### src/rtl/fir_pkg.sv
`default_nettype none
// ============================================================================
// Module   : fir_pkg
// Brief    : Shared sizes, coefficient-bank type and FSM states for the
//            5-tap FIR sequencing controller.
// Revision : 1.0  initial release
// ============================================================================
package fir_pkg;
    localparam int WIDTH = 8;
    localparam int TAPS  = 5;
    localparam int CW    = 16;
    localparam int IDXW  = $clog2(TAPS);

    typedef logic [TAPS-1:0][WIDTH-1:0] coef_t;

    typedef enum logic [2:0] {
        S_IDLE  = 3'd0,
        S_LOAD  = 3'd1,
        S_CLEAR = 3'd2,
        S_RUN   = 3'd3,
        S_DRAIN = 3'd4
    } state_t;
endpackage
`default_nettype wire

### src/rtl/fir_seq_ctrl_coef_bank.sv
`default_nettype none
// ============================================================================
// Module   : coef_bank
// Brief    : TAPS coefficient registers written one word at a time by index.
// Revision : 1.0  initial release
// ============================================================================
module coef_bank
    import fir_pkg::*;
(
    input  logic             clk,
    input  logic             reset,
    input  logic             we,
    input  logic [IDXW-1:0]  widx,
    input  logic [WIDTH-1:0] wdata,
    output coef_t            coef
);

    coef_t r_coef;

    always_ff @(posedge clk or posedge reset) begin
        if (reset) begin
            r_coef <= '0;
        end else if (we) begin
            r_coef[widx] <= wdata;
        end
    end

    assign coef = r_coef;

endmodule
`default_nettype wire

### src/rtl/fir_seq_ctrl.sv
`default_nettype none
// ============================================================================
// Module   : fir_seq_ctrl
// Brief    : Loads coefficients, clears the FIR history, then streams samples
//            through the external datapath with valid/ready on both sides.
// Revision : 1.0  initial release
// ============================================================================
module fir_seq_ctrl
    import fir_pkg::*;
(
    input  logic             clk,
    input  logic             reset,
    input  logic             start,
    input  logic [CW-1:0]    n_samples,
    input  logic             cfg_valid,
    output logic             cfg_ready,
    input  logic [WIDTH-1:0] cfg_data,
    input  logic             s_valid,
    output logic             s_ready,
    input  logic [WIDTH-1:0] s_data,
    output logic             m_valid,
    input  logic             m_ready,
    output logic [WIDTH-1:0] m_data,
    output logic             dp_shift,
    output logic [WIDTH-1:0] dp_x,
    output coef_t            dp_coef,
    input  logic [WIDTH-1:0] dp_y,
    output logic             busy,
    output logic             done
);

    localparam logic [IDXW-1:0] c_idx_last = IDXW'(TAPS - 1);

    state_t           r_state;
    state_t           w_state_nxt;
    logic [CW-1:0]    r_nsamp;
    logic [CW-1:0]    r_out_cnt;
    logic [IDXW-1:0]  r_idx;
    logic             r_pend;
    logic             r_mvalid;
    logic [WIDTH-1:0] r_mdata;
    logic             w_cfg_hs;
    logic             w_s_ready;
    logic             w_s_hs;
    logic             w_m_hs;
    logic             w_idx_last;

    assign w_cfg_hs   = (r_state == S_LOAD) && cfg_valid;
    assign w_s_ready  = (r_state == S_RUN) && !r_pend && !r_mvalid;
    assign w_s_hs     = w_s_ready && s_valid;
    assign w_m_hs     = r_mvalid && m_ready;
    assign w_idx_last = (r_idx == c_idx_last);

    always_comb begin
        w_state_nxt = r_state;
        cfg_ready   = 1'b0;
        dp_shift    = 1'b0;
        dp_x        = '0;
        done        = 1'b0;
        busy        = (r_state != S_IDLE);
        case (r_state)
            S_IDLE: begin
                if (start) w_state_nxt = S_LOAD;
            end
            S_LOAD: begin
                cfg_ready = 1'b1;
                if (cfg_valid && w_idx_last) w_state_nxt = S_CLEAR;
            end
            S_CLEAR: begin
                dp_shift = 1'b1;
                if (w_idx_last) w_state_nxt = (r_nsamp == '0) ? S_DRAIN : S_RUN;
            end
            S_RUN: begin
                if (w_s_hs) begin
                    dp_shift = 1'b1;
                    dp_x     = s_data;
                end
                // out_cnt already counts the result currently on m_data
                if (w_m_hs && (r_out_cnt == r_nsamp)) w_state_nxt = S_DRAIN;
            end
            S_DRAIN: begin
                done        = 1'b1;
                w_state_nxt = S_IDLE;
            end
            default: w_state_nxt = S_IDLE;
        endcase
    end

    always_ff @(posedge clk or posedge reset) begin
        if (reset) begin
            r_state   <= S_IDLE;
            r_nsamp   <= '0;
            r_out_cnt <= '0;
            r_idx     <= '0;
            r_pend    <= 1'b0;
            r_mvalid  <= 1'b0;
            r_mdata   <= '0;
        end else begin
            r_state <= w_state_nxt;
            r_pend  <= w_s_hs;

            if ((r_state == S_IDLE) && start) begin
                r_nsamp   <= n_samples;
                r_out_cnt <= '0;
                r_idx     <= '0;
            end else if (w_cfg_hs || (r_state == S_CLEAR)) begin
                // One index serves as write pointer in LOAD and shift count in CLEAR
                r_idx <= w_idx_last ? '0 : r_idx + IDXW'(1);
            end

            if (r_pend) begin
                r_mdata   <= dp_y;
                r_mvalid  <= 1'b1;
                r_out_cnt <= r_out_cnt + CW'(1);
            end else if (w_m_hs) begin
                r_mvalid <= 1'b0;
            end
        end
    end

    assign s_ready = w_s_ready;
    assign m_valid = r_mvalid;
    assign m_data  = r_mdata;

    coef_bank u_coef_bank (
        .clk   (clk),
        .reset (reset),
        .we    (w_cfg_hs),
        .widx  (r_idx),
        .wdata (cfg_data),
        .coef  (dp_coef)
    );

endmodule
`default_nettype wire
### config.mk
export PLATFORM = sky130hd
export DESIGN_NAME = fir_seq_ctrl
export DESIGN_NICKNAME = d
export VERILOG_FILES = /design/src/rtl/fir_pkg.sv /design/src/rtl/fir_seq_ctrl_coef_bank.sv /design/src/rtl/fir_seq_ctrl.sv
export SDC_FILE = /design/constraint.sdc
export NUM_CORES = 1
export LEC_CHECK = 0
export ABC_AREA = 1
export BUFFER_PORTS_ARGS = -buffer_cell sky130_fd_sc_hd__buf_4
export CORE_MARGIN = 4
export CORE_UTILIZATION = 57
export DETAILED_ROUTE_END_ITERATION = 8
export MAX_ROUTING_LAYER = met4
export PLACE_DENSITY_LB_ADDON = 0.1
export SYNTH_ARGS = -nofsm -noshare
export SYNTH_HDL_FRONTEND = slang
export SYNTH_SLANG_ARGS = --single-unit
### constraint.sdc
create_clock -name clk -period 4.5 [get_ports clk]
set_input_delay 0.9 -clock clk [delete_from_list [all_inputs] [get_ports clk]]
set_output_delay 0.9 -clock clk [all_outputs]
set_load 0.05 [all_outputs]
======== After elaboration in Yosys (flattened, before gate mapping) ========
Index checks and enable logic that the tools add are counted.
operators by class
  add/subtract/negate cells ............... 2
  magnitude comparators ................... 2
  eq/ne operators ......................... 10
  mux-type cells .......................... 22
  reductions and logical operators ........ 19
operators with widths
  kind                                                                      number
  40-bit bitwise mux                                                        1
  16-bit 2-to-1 mux                                                         2
  8-bit demux with 3-bit select                                             1
  3-bit 2-to-1 mux                                                          8
  8-bit 2-to-1 mux                                                          3
  16-bit by 1-bit adder with 16-bit output (second input constant)          1
  16-bit == test                                                            1
  16-bit zero test                                                          1
  3-bit one-hot mux with 4 select lines                                     1
  1-bit logical AND                                                         9
  3-bit by 2-bit == test with 1-bit output (second input constant)          2
  3-bit == test (second input constant)                                     2
  2-bit nonzero test                                                        3
  1-bit 2-to-1 mux                                                          5
  3-bit by 4-bit < comparator with 1-bit output (second input constant)     1
  2-bit by 1-bit inequality test with 1-bit output (second input constant)  2
  2-bit inequality test (second input constant)                             2
  4-bit AND reduction                                                       1
  3-bit by 1-bit adder with 3-bit output (second input constant)            1
  3-bit by 1-bit == test with 1-bit output (second input constant)          1
  3-bit by 1-bit >= comparator with 1-bit output (second input constant)    1
  3-bit zero test                                                           1
  3-bit nonzero test                                                        1
  1-bit zero test                                                           2
  other kinds (2)                                                           2
storage, ports and cells
  bits in registers ....................... 88
  logic and storage cells ................. 67

======== Logic depth before layout (Yosys ltp) ========
Gate-level depths: netlist (run 1).
  depth in word-level cells ............... 6
  mapped depth ............................ 10
  mapped depth without buffers ............ 10

======== Cells and area by module ========
A second synthesis (run 1) with hierarchy kept.
unflattened totals
  cells, all modules ...................... 571
  area, all modules ....................... 4371.7 um2
modules (own cells, without submodules)
  module        instances  cells each  area each (um2)  seq. area each (um2)
  fir_seq_ctrl  1          391         2741.4           1201.2
  coef_bank     1          180         1630.3           1001.0

======== Worst setup path after synthesis (run 1) ========
No wires, ideal clock.
  kind .................................... reg-to-output
  start point ............................. reg r_state[2]
  end point ............................... out dp_x[0]
  arrival ................................. 2.385 ns
  required time ........................... 3.600 ns
  slack ................................... 1.215 ns
  cell stages (with the launch flop) ...... 8
  path buffers ............................ 0
  path through ............................ dfrtp_1 -> inv_1 -> nand2_1 -> nor2_1 -> inv_1 -> nor3_2 -> nand2_2 -> nor2_1
on the way
  cells in the longest elaborated chain, start to end .. 6
ends and longest elaborated chain
  what                                      RTL line            source
  from (decl)                               fir_seq_ctrl.sv:34  state_t r_state;
  from (signal assigned)                    fir_seq_ctrl.sv:99  r_state <= w_state_nxt;
  3-bit by 2-bit == test with 1-bit output  fir_seq_ctrl.sv:49  assign w_s_ready = (r_state == S_RUN) && !r_pend && !r_mvalid;
  1-bit logical AND (2 in series)           fir_seq_ctrl.sv:49
  via s_ready                               fir_seq_ctrl.sv:19  output logic s_ready,
  1-bit logical AND                         fir_seq_ctrl.sv:50  assign w_s_hs = w_s_ready && s_valid;
  8-bit 2-to-1 mux                          fir_seq_ctrl.sv:74  if (w_s_hs) begin
  8-bit 2-to-1 mux                          fir_seq_ctrl.sv:61  case (r_state)
  to (decl)                                 fir_seq_ctrl.sv:25  output logic [WIDTH-1:0] dp_x,
The timed path passes the listed nets, and every way through them passes these cells.

======== Worst setup path in the final report (run 1) ========
  start point ............................. reg r_state[2]
  end point ............................... out dp_x[0]
on the way
  cells in the longest elaborated chain, start to end .. 6
ends and longest elaborated chain
  what                                          RTL line
  3-bit by 2-bit == test with 1-bit output (*)  fir_seq_ctrl.sv:49, fir_seq_ctrl.sv:61
  1-bit logical AND (2 in series)               fir_seq_ctrl.sv:49
  1-bit logical AND                             fir_seq_ctrl.sv:50
  8-bit 2-to-1 mux                              fir_seq_ctrl.sv:74
  8-bit 2-to-1 mux (*)                          fir_seq_ctrl.sv:61
Mark *: on every way between the ends. The rest lies on a longest branch, timed or not.

==> impl_metrics.ini, run 1 <==
[logic_synthesis]
post-synth-top-area-fraction_pct = 51.51
async_reset_ff_share_pct = 100.0
synth-seq-cells = 88
post_synth_inst_count = 526
number_of_nets_in_the_synthesized_netlist = 575
post-synth-top-area-cell = sky130_fd_sc_hd__dfrtp_1
post_synth.cell_area_avg_um2 = 8.128
yosysMostFrequentCell = sky130_fd_sc_hd__nand2_1
synth_xor_area_share_pct = 0.4097
synthDistinctLibCells = 34
synth.yosys.seq_area_share_pct = 51.51
ys_warn_count = 0
combinational_family_with_the_most_area_after_synthesis = simple AND/OR/NAND/NOR gates
yosys.area_share.adder_pct = 0.8780
synth_commonest_cells = 177 x sky130_fd_sc_hd__nand2_1, 88 x sky130_fd_sc_hd__dfrtp_1, 72 x sky130_fd_sc_hd__inv_1
synth_compound_area_share_pct = 11.27
netlist_area_um2 = 4275
post_synth_and_or_nand_nor_area_fraction_pct = 27.04
synth-edff-count = 0
ys_top_cells_by_area = sky130_fd_sc_hd__dfrtp_1 52%, sky130_fd_sc_hd__nand2_1 16%, sky130_fd_sc_hd__inv_1 6.3%
ys_dominant_reg_cell = sky130_fd_sc_hd__dfrtp_1
muxShareOfSynthArea_pct = 0

[detailed_routing]
post_drt_wl_per_cell_um = 14.22
route.detailed.vias_per_inst = 5.138
ant_nets = 0
drt-initial-drc-count = 254
dr_total_vias = 3792
detailedRoute.firstPassIterationCount = 5
detail_route.drc_violations = 0
wl_mm = 10.49

[clock_tree]
cts_tree = built
cts.sink_count = 88
clk_root_buffer_cell = sky130_fd_sc_hd__clkbuf_8
postCtsHoldBufs = 0
cts_repair_resize_count = 0
clock_tree.buffer_depth = 2
cts_max_level = 3
clk_pin_slew_ns = 0.10
post_cts.repair.setup_buffers = 0
cts-buffers-inserted = 9
worst_skew_pair.late_latency_ns = 0.37

[placed_design]
post_dp_cell_area_um2 = 5125
hpwl_mm = 7.767
place.gp.congestion = 0.9061
io_buffer_count = 107
pre_cts_ws_ns = 2.054

[timing]
fmaxAchievable_mhz = 353.5
fin_worst_skew_ns = 0.01679
max_slew_headroom_pct = 28.22
setup-violations-final = 0
finalCritPeriodShare_pct = 62.86
worst_pin_slew_ns = 1.076
timing.final.max_slew_violations = 0
report.final.hold_viol_count = 0
setup_tns_after_final_layout_ns = 0
fin_ws_ns = 1.672
unrepaired_setup_endpoints_after_global_routing = false
post-route-min-period_ns = 2.828

[worst_setup_path]
timing.reg2reg.worst_path_depth = 8
worst_setup_path_end_kind = output pin
timing.rr.start = r_pend
timing.critical_path.buf_inv = 3
critical_path_cell_sequence = inv_1, nand2_1, nor2_1, inv_1, nor3_2, nand2_2, nor2_1, buf_4
cp_data_required_time_ns = 3.60
timing.critical_path.slowest_stage_cell = sky130_fd_sc_hd__dfrtp_1
worstSetupPathType = flip-flop to output pin
crit_arrival_ns = 1.93
max_stage_delay_ns = 0.42
kind_of_cell_adding_the_most_delay_to_the_critical_path = simple AND/OR/NAND/NOR gates
reg2reg_slack_ns = 2.39
critical_path_peak_fanout = 10
startpoint_type = flip-flop
reg2reg_to = r_out_cnt[13]

[finish]
fin_area_um2 = 5318
final_nets = 683
filler_cells = 552
share_of_layout_cells_above_drive_strength_1_pct = 23.47
area_delta_synth_final_pct = 24.38
antenna-diode-count = 0

[floorplanning]
floorplan.core_area_um2 = 7253
die_w_um = 94.61
floorplan.initialDensity_pct = 58.94
rows = 31
fp.dieArea_um2 = 8950
ios = 108
die_h_um = 94.61

[pwr]
power.leakage_nw = 2.817
ir_drop_worst_case_vdd_mv = 0.5368
power_density_nw_per_um2 = 750.4
power_w = 0.003990

[global_routing]
maximum_number_of_pins_on_one_net_before_global_route_repair = 64
antenna_found_initial = 0
grt-ovfl-total = 0
grt_pass1_wl_mm = 17.10
globalRouteTotalUtil_pct = 25.13
number_of_global_route_vias_before_repair = 3601

[worst_hold_path]
hold_start = m_data[5]
worst_hold_path.num_cells = 2
hp-class = flip-flop to flip-flop
worst_hold_path.endpoint = m_data[5]

[status]
status = finished, final reports clean

[run]
drv_cap = 0
==> tightest hold or removal path: cells and delay by family, from the launching register on <==
family | cells | cell delay [ns]
DFF | 1 | 0.36
and+or+nand+nor | 2 | 0.10
==> registers in the layout (all words and copies together), names as in the netlist <==
signal            flops
u_coef_bank.coef     40
r_nsamp              16
r_state               3
m_data                8
r_out_cnt            16
r_pend                1
m_valid               1
r_idx                 3
==> final cells by class <==
cell class              instances  area, um2  share of cell area (%)
flip-flops and latches         88       2202                   41.41
well taps                      99      123.9                   2.329
repair buffers                108      810.8                   15.25
clock buffers                   9      123.9                   2.329
inverters                      75      295.3                   5.553
clock inverters                 7      68.82                   1.294
multi-input cells             352       1693                   31.84
==> metrics by stage <==
| step | utilization (%) | hold slack (ns) | std cells |
|---|---|---|---|
| floorplan | - | 0.4926 | 526 |
| global placement | 70.66 | 0.4629 | 722 |
| detailed placement | 70.66 | 0.4647 | 722 |
| CTS | 73.31 | 0.4904 | 738 |
| global route | 73.31 | 0.5104 | 738 |
| finish | 73.31 | 0.4848 | 738 |
==> logic make-up after synthesis <==
logic type	Yosys count
adder cells (fa/ha/maj)	3
AO/OA/AOI/OAI	88
XOR/XNOR	2
AND/OR/NAND/NOR	259
flip-flops	88
buffers and inverters	86
==> report_power, final <==
| group | internal (W) | total [W] | switching [W] |
|---|---|---|---|
| registers | 0.00109 | 0.00132 | 0.000236 |
| clock network | 0.000219 | 0.000547 | 0.000327 |
| logic | 0.000617 | 0.00212 | 0.00150 |
==> metal layers <==
| metal | GRT usage [%] | wire length (um) | vias to the layer above | part of all wire (%) |
|---|---|---|---|---|
| met5 | - | 0 | - | 0 |
| met4 | 7.452 | 147 | 0 | 1.4 |
| met3 | 6.056 | 883 | 18 | 8.4 |
| met2 | 35.88 | 4616 | 154 | 44 |
| met1 | 35.80 | 4844 | 1745 | 46 |
| li1 | - | - | 1875 | - |
==> cells in the final DEF, fill, tap and decap left out <==
cell                       instances
sky130_fd_sc_hd__inv_1            71
sky130_fd_sc_hd__clkinv_4          1
sky130_fd_sc_hd__nand3_1          15
sky130_fd_sc_hd__o21ai_2           9
sky130_fd_sc_hd__nor3_2            1
sky130_fd_sc_hd__and2_1            1
sky130_fd_sc_hd__nand4_1           5
sky130_fd_sc_hd__nor2_2            3
sky130_fd_sc_hd__inv_8             3
sky130_fd_sc_hd__nand3b_1          1
sky130_fd_sc_hd__and3b_1           1
sky130_fd_sc_hd__nor3_4            1
sky130_fd_sc_hd__buf_4           108
sky130_fd_sc_hd__o21ai_1          33
sky130_fd_sc_hd__nor4_1            3
sky130_fd_sc_hd__a21boi_0          1
sky130_fd_sc_hd__clkinv_2          1
sky130_fd_sc_hd__nand2_2           1
sky130_fd_sc_hd__o22ai_1           2
sky130_fd_sc_hd__nor2_1           40
sky130_fd_sc_hd__a21oi_1          12
sky130_fd_sc_hd__nand2_1         177
sky130_fd_sc_hd__nand4_4           5
sky130_fd_sc_hd__ha_1              3
sky130_fd_sc_hd__xnor2_1           2
sky130_fd_sc_hd__clkbuf_8          9
sky130_fd_sc_hd__a21boi_1          1
sky130_fd_sc_hd__nand2_4           1
sky130_fd_sc_hd__nor3_1            3
sky130_fd_sc_hd__dfrtp_1          88
sky130_fd_sc_hd__o21ai_0          30
sky130_fd_sc_hd__inv_2             2
sky130_fd_sc_hd__nand3_2           1
sky130_fd_sc_hd__clkinv_8          1
sky130_fd_sc_hd__inv_6             3
==> how the worst max path moves through the flow <==
stage	start	end	slack (ns)	cells after the start
6_report	r_state[2]	dp_x[0]	1.67	8
5_1_grt	r_state[2]	dp_x[0]	1.45	8
4_1_cts	r_state[2]	dp_x[0]	1.65	8
3_5_place_dp	r_state[2]	dp_x[0]	2.05	8
3_3_place_gp	r_state[2]	dp_x[5]	2.16	8
2_1_floorplan	r_state[2]	dp_x[0]	1.21	7
Power figures use the tool's default switching activity.
==> run 2, diff against run 1 <==
--- a/config.mk
+++ b/config.mk
@@ -5,10 +5,10 @@
 export SDC_FILE = /design/constraint.sdc
 export NUM_CORES = 1
 export LEC_CHECK = 0
-export ABC_AREA = 1
+export ABC_AREA = 0
 export BUFFER_PORTS_ARGS = -buffer_cell sky130_fd_sc_hd__buf_4
 export CORE_MARGIN = 4
-export CORE_UTILIZATION = 57
+export CORE_UTILIZATION = 52
 export DETAILED_ROUTE_END_ITERATION = 8
 export MAX_ROUTING_LAYER = met4
 export PLACE_DENSITY_LB_ADDON = 0.1
==> constraint.sdc (replaced) <==
create_clock -name clk -period 2.7 [get_ports clk]
set_input_delay 0.54 -clock clk [delete_from_list [all_inputs] [get_ports clk]]
set_output_delay 0.54 -clock clk [all_outputs]
set_load 0.05 [all_outputs]
==> impl_metrics.ini, run 2 <==
[status]
status = finished, final reports clean

[timing]
timing.final.max_slew_violations = 0
post-route-min-period_ns = 2.449
fmaxAchievable_mhz = 408.3
finalCritPeriodShare_pct = 90.71
setup_tns_after_final_layout_ns = 0
fin_ws_ns = 0.2510
report.final.hold_viol_count = 0
max_slew_headroom_pct = 59.65
setup-violations-final = 0
fin_worst_skew_ns = 0.01234
worst_pin_slew_ns = 0.6040
unrepaired_setup_endpoints_after_global_routing = false

[finish]
largest_reg_flops = 40
share_of_layout_cells_above_drive_strength_1_pct = 38.33
final_nets = 524
number_of_non_filler_instances_in_the_completed_layout = 579
antenna-diode-count = 0
layout.cells.most_common = sky130_fd_sc_hd__buf_4
layout.cells.most_common_list = 113 x sky130_fd_sc_hd__buf_4, 88 x sky130_fd_sc_hd__dfrtp_1, 75 x sky130_fd_sc_hd__nand2_1, 47 x sky130_fd_sc_hd__mux2_2, 22 x sky130_fd_sc_hd__xnor2_1
area_delta_synth_final_pct = 29.31
post-route-util_pct = 70.19
fin_area_um2 = 5172

[global_routing]
number_of_global_route_vias_before_repair = 3074
antenna_found_initial = 0
globalRouteTotalUtil_pct = 22.46
grt-ovfl-total = 0
maximum_number_of_pins_on_one_net_before_global_route_repair = 31
grt_pass1_wl_mm = 15.08

[logic_synthesis]
synth-edff-count = 0
ys_dominant_reg_cell = sky130_fd_sc_hd__dfrtp_1
netlist_area_um2 = 4000
yosys.area_share.adder_pct = 0.9384
async_reset_ff_share_pct = 100.0
muxShareOfSynthArea_pct = 15.01
synth_commonest_cells = 88 x sky130_fd_sc_hd__dfrtp_1, 75 x sky130_fd_sc_hd__nand2_1, 47 x sky130_fd_sc_hd__mux2_2
synth.yosys.seq_area_share_pct = 55.05
post_synth_inst_count = 360
synth_compound_area_share_pct = 4.035
combinational_family_with_the_most_area_after_synthesis = simple AND/OR/NAND/NOR gates
post-synth-top-area-fraction_pct = 55.05
post-synth-top-area-cell = sky130_fd_sc_hd__dfrtp_1
post_synth_and_or_nand_nor_area_fraction_pct = 18.14
ys_warn_count = 0
synthDistinctLibCells = 38
number_of_nets_in_the_synthesized_netlist = 409
ys_top_cells_by_area = sky130_fd_sc_hd__dfrtp_1 55%, sky130_fd_sc_hd__mux2_2 13%, sky130_fd_sc_hd__nand2_1 7.0%
post_synth.cell_area_avg_um2 = 11.11
synth_xor_area_share_pct = 5.036
yosysMostFrequentCell = sky130_fd_sc_hd__dfrtp_1
synth-seq-cells = 88

[placed_design]
post_dp_cell_area_um2 = 4960
pre_cts_ws_ns = 0.5308
place.gp.congestion = 0.8205
hpwl_mm = 6.966
placedCellCount = 563
io_buffer_count = 107

[worst_setup_path]
worst_setup_path_end_kind = output pin
cp_data_required_time_ns = 2.16
worstSetupPathType = flip-flop to output pin
crit_arrival_ns = 1.91
critical_path_peak_fanout = 10
reg2reg_slack_ns = 0.59
startpoint_type = flip-flop

[detailed_routing]
ant_nets = 0
wl_mm = 9.344
detail_route.drc_violations = 0
drt-initial-drc-count = 99
route.detailed.vias_per_inst = 5.219
dr_total_vias = 3022
detailedRoute.firstPassIterationCount = 4
post_drt_wl_per_cell_um = 16.14

[clock_tree]
cts.sink_count = 88
clock_tree.buffer_depth = 2
cts_max_level = 3
clk_root_buffer_cell = sky130_fd_sc_hd__clkbuf_8
cts_tree = built
postCtsHoldBufs = 0
worst_skew_pair.late_latency_ns = 0.36
cts-buffers-inserted = 9
clk_pin_slew_ns = 0.08

[floorplanning]
ios = 108
floorplan.initialDensity_pct = 54.28
rows = 31
die_h_um = 95.71
fp.dieArea_um2 = 9159
floorplan.core_area_um2 = 7370
die_w_um = 95.71

[run]
drv_cap = 0

[worst_hold_path]
hp-class = primary input to asynchronous set/reset pin

[pwr]
power_density_nw_per_um2 = 625.7
power.leakage_nw = 2.648
ir_drop_worst_case_vdd_mv = 0.4993
run 2: final timing paths:
path                                           from  cells after the start              endpoint
worst min register to register  u_coef_bank.coef[6]                      1   u_coef_bank.coef[6]
worst max-delay path                     r_state[1]                      6              dp_shift
max in group asynchronous                     reset                      3  u_coef_bank.coef[35]
worst max register to register           r_state[2]                      5  u_coef_bank.coef[39]
worst min-delay path                          reset                      2  u_coef_bank.coef[30]
min in group clk                       n_samples[1]                      3            r_nsamp[1]
run 2: what timing repair did:
item / CTS / global route
setup endpoints to repair: 0 / 1
gates resized for setup: 0 / 1
setup buffers: 0 / 0
run 2: power by group:
group	total, W	internal, W	switching, W
logic	0.000753	0.000300	0.000453
clock network	0.000927	0.000462	0.000466
registers	0.00156	0.00143	0.000131
run 2: kinds of logic after synthesis:
group / count (synthesis)
AO/OA/AOI/OAI: 27
buffers and inverters: 18
AND/OR/NAND/NOR: 147
multiplexers: 54
adder cells (fa/ha/maj): 3
XOR/XNOR: 23
flip-flops: 88
run 2: area by class of cell:
class,instances,area [um2]
clock inverter,5,65.06
multi-input combinational,254,1738
clock buffer,11,141.4
sequential,88,2202
tap,99,123.9
fill,569,2197
timing repair buffer,114,868.3
inverter,8,33.78
run 2: routing by layer:
layer / routed length (um) / GRT usage, % / vias up
met5: 0 / - / -
met4: 98 / 6.043 / 0
met3: 649 / 6.020 / 9
met2: 4409 / 33.06 / 93
met1: 4186 / 31.00 / 1460
li1: - / - / 1460
run 2: per-stage QoR:
step / hold slack, ns / total power [W]
after global routing: 0.2822 / 0.003396
after global placement: 0.4756 / 0.002317
final: 0.2554 / 0.003236
after floorplan: 0.4659 / 0.002070
after detailed placement: 0.4775 / 0.002334
after CTS: 0.2596 / 0.003265
run 2: critical path: stages (launching register included):
cell                       delay, ns
sky130_fd_sc_hd__dfrtp_1        0.51
sky130_fd_sc_hd__nand3b_1       0.24
sky130_fd_sc_hd__nor3_4         0.32
sky130_fd_sc_hd__and2_1         0.20
sky130_fd_sc_hd__inv_1          0.04
sky130_fd_sc_hd__nand2_1        0.06
sky130_fd_sc_hd__buf_4          0.20
==> run 3, diff against run 2 <==
--- a/config.mk
+++ b/config.mk
@@ -6,12 +6,13 @@
 export NUM_CORES = 1
 export LEC_CHECK = 0
 export ABC_AREA = 0
-export BUFFER_PORTS_ARGS = -buffer_cell sky130_fd_sc_hd__buf_4
 export CORE_MARGIN = 4
-export CORE_UTILIZATION = 52
+export CORE_UTILIZATION = 58
 export DETAILED_ROUTE_END_ITERATION = 8
+export DONT_BUFFER_PORTS = 1
 export MAX_ROUTING_LAYER = met4
 export PLACE_DENSITY_LB_ADDON = 0.1
+export REMOVE_ABC_BUFFERS = 1
 export SYNTH_ARGS = -nofsm -noshare
 export SYNTH_HDL_FRONTEND = slang
 export SYNTH_SLANG_ARGS = --single-unit
==> impl_metrics.ini, run 3 (synthesis results as in run 2) <==
[detailed_routing]
drt-initial-drc-count = 95
detail_route.drc_violations = 0
ant_nets = 0
detailedRoute.firstPassIterationCount = 4
wl_mm = 8.155
dr_total_vias = 2639
post_drt_wl_per_cell_um = 17.84
route.detailed.vias_per_inst = 5.775

[floorplanning]
floorplan.initialDensity_pct = 59.20
floorplan.core_area_um2 = 6756
die_w_um = 91.05
fp.dieArea_um2 = 8289
rows = 30
die_h_um = 91.05
ios = 108

[placed_design]
hpwl_mm = 5.944
pre_cts_ws_ns = 0.5129
io_buffer_count = 0
place.gp.congestion = 0.9270

[timing]
post-route-min-period_ns = 2.532
setup_tns_after_final_layout_ns = 0
report.final.hold_viol_count = 0
max_slew_headroom_pct = 53.39
unrepaired_setup_endpoints_after_global_routing = false
fin_ws_ns = 0.1677
finalCritPeriodShare_pct = 93.79
worst_pin_slew_ns = 0.6984
fmaxAchievable_mhz = 394.9
fin_worst_skew_ns = 0.009286
timing.final.max_slew_violations = 0
setup-violations-final = 0

[finish]
area_delta_synth_final_pct = 10.38
largest_reg_flops = 40
filler_cells = 522
layout.cells.most_common_list = 88 x sky130_fd_sc_hd__dfrtp_1, 75 x sky130_fd_sc_hd__nand2_1, 47 x sky130_fd_sc_hd__mux2_2, 22 x sky130_fd_sc_hd__xnor2_1, 13 x sky130_fd_sc_hd__nor2_1
final_nets = 422
layout.cells.most_common = sky130_fd_sc_hd__dfrtp_1
antenna-diode-count = 0
share_of_layout_cells_above_drive_strength_1_pct = 21.75
area_used_by_multi_input_combinational_logic_um2 = 1738
seqCellArea_um2 = 2202

[global_routing]
antenna_found_initial = 0
grt-ovfl-total = 0
grt_pass1_wl_mm = 13.41
globalRouteTotalUtil_pct = 21.12
maximum_number_of_pins_on_one_net_before_global_route_repair = 40
number_of_global_route_vias_before_repair = 2664

[pwr]
power_w = 0.003248
ir_drop_worst_case_vdd_mv = 0.5626
power.leakage_nw = 2.146
power_density_nw_per_um2 = 735.7

[clock_tree]
cts_tree = built
cts_max_level = 3
clk_pin_slew_ns = 0.09
clk_root_buffer_cell = sky130_fd_sc_hd__clkbuf_8
cts-buffers-inserted = 9
clock_tree.buffer_depth = 2
post_cts.repair.setup_buffers = 0
cts.sink_count = 88
worst_skew_pair.late_latency_ns = 0.36

[worst_setup_path]
reg2reg_slack_ns = 0.62
library_cell_appearing_most_often_on_the_critical_path = sky130_fd_sc_hd__buf_4
critical_path_cell_sequence = nand3b_1, nor3_4, buf_4, and3_1, buf_4
crit_arrival_ns = 1.99
timing.reg2reg.worst_path_depth = 5
timing.rr.start = r_state[2]
startpoint_type = flip-flop
timing.critical_path.slowest_stage_cell = sky130_fd_sc_hd__dfrtp_1
timing.critical_path.buf_inv = 2
kind_of_cell_adding_the_most_delay_to_the_critical_path = simple AND/OR/NAND/NOR gates
critical_path_peak_fanout = 10
max_stage_delay_ns = 0.52
worst_setup_path_end_kind = output pin
reg2reg_to = u_coef_bank.coef[32]
cp_data_required_time_ns = 2.16
worstSetupPathType = flip-flop to output pin

[worst_hold_path]
hp-class = primary input to asynchronous set/reset pin

[status]
status = finished, final reports clean

[run]
drv_cap = 0
-- run 3: metal layers --
layer | wire length (um) | track usage [%] | part of all wire (%) | up-vias
met5 | 0 | - | 0 | -
met1 | 3605 | 27.43 | 44 | 1284
met4 | 77 | 5.025 | 0.94 | 0
met3 | 546 | 6.628 | 6.7 | 9
met2 | 3926 | 32.68 | 48 | 91
li1 | - | - | - | 1255
-- run 3: per-stage QoR --
stage	std cells	hold WS (ns)	util [%]	area [um2]
2_1_floorplan	350	0.4659	-	3959
3_3_place_gp	442	0.4799	61.69	4168
3_5_place_dp	442	0.4905	61.69	4168
4_1_cts	457	0.1567	65.26	4409
5_1_grt	457	0.1742	65.35	4415
6_report	457	0.1435	65.35	4415
-- run 3: timing repair --
item	CTS	global route
hold buffers	0	0
endpoints found under the setup margin	0	1
resized for setup	0	1
-- run 3: where the power goes --
part	leakage [nW]	switching [W]	internal, W
Sequential	1.17	0.000299	0.00142
Clock	0.117	0.000474	0.000617
Combinational	0.864	0.000244	0.000191
Total	2.15	0.00102	0.00223
-- run 3: layout make-up --
| cell class | count | share of cell area, % |
|---|---|---|
| Sequential cell | 88 | 49.87 |
| Timing Repair Buffer | 12 | 2.324 |
| Clock inverter | 6 | 2.664 |
| Inverter | 8 | 0.7084 |
| Clock buffer | 9 | 2.805 |
| Multi-Input combinational cell | 254 | 39.36 |
| Tap cell | 80 | 2.267 |
-- run 3: worst max-delay path by stage --
stage                          start  endpoint  slack, ns  depth (start not counted)
after floorplan               r_pend  dp_shift      -0.60                          4
after global placement    r_state[1]   dp_x[4]       0.60                          5
after detailed placement  r_state[1]   dp_x[4]       0.51                          5
after CTS                 r_state[1]   dp_x[4]       0.11                          5
after global routing      r_state[1]   dp_x[4]       0.04                          5
final                     r_state[1]   dp_x[4]       0.17                          5
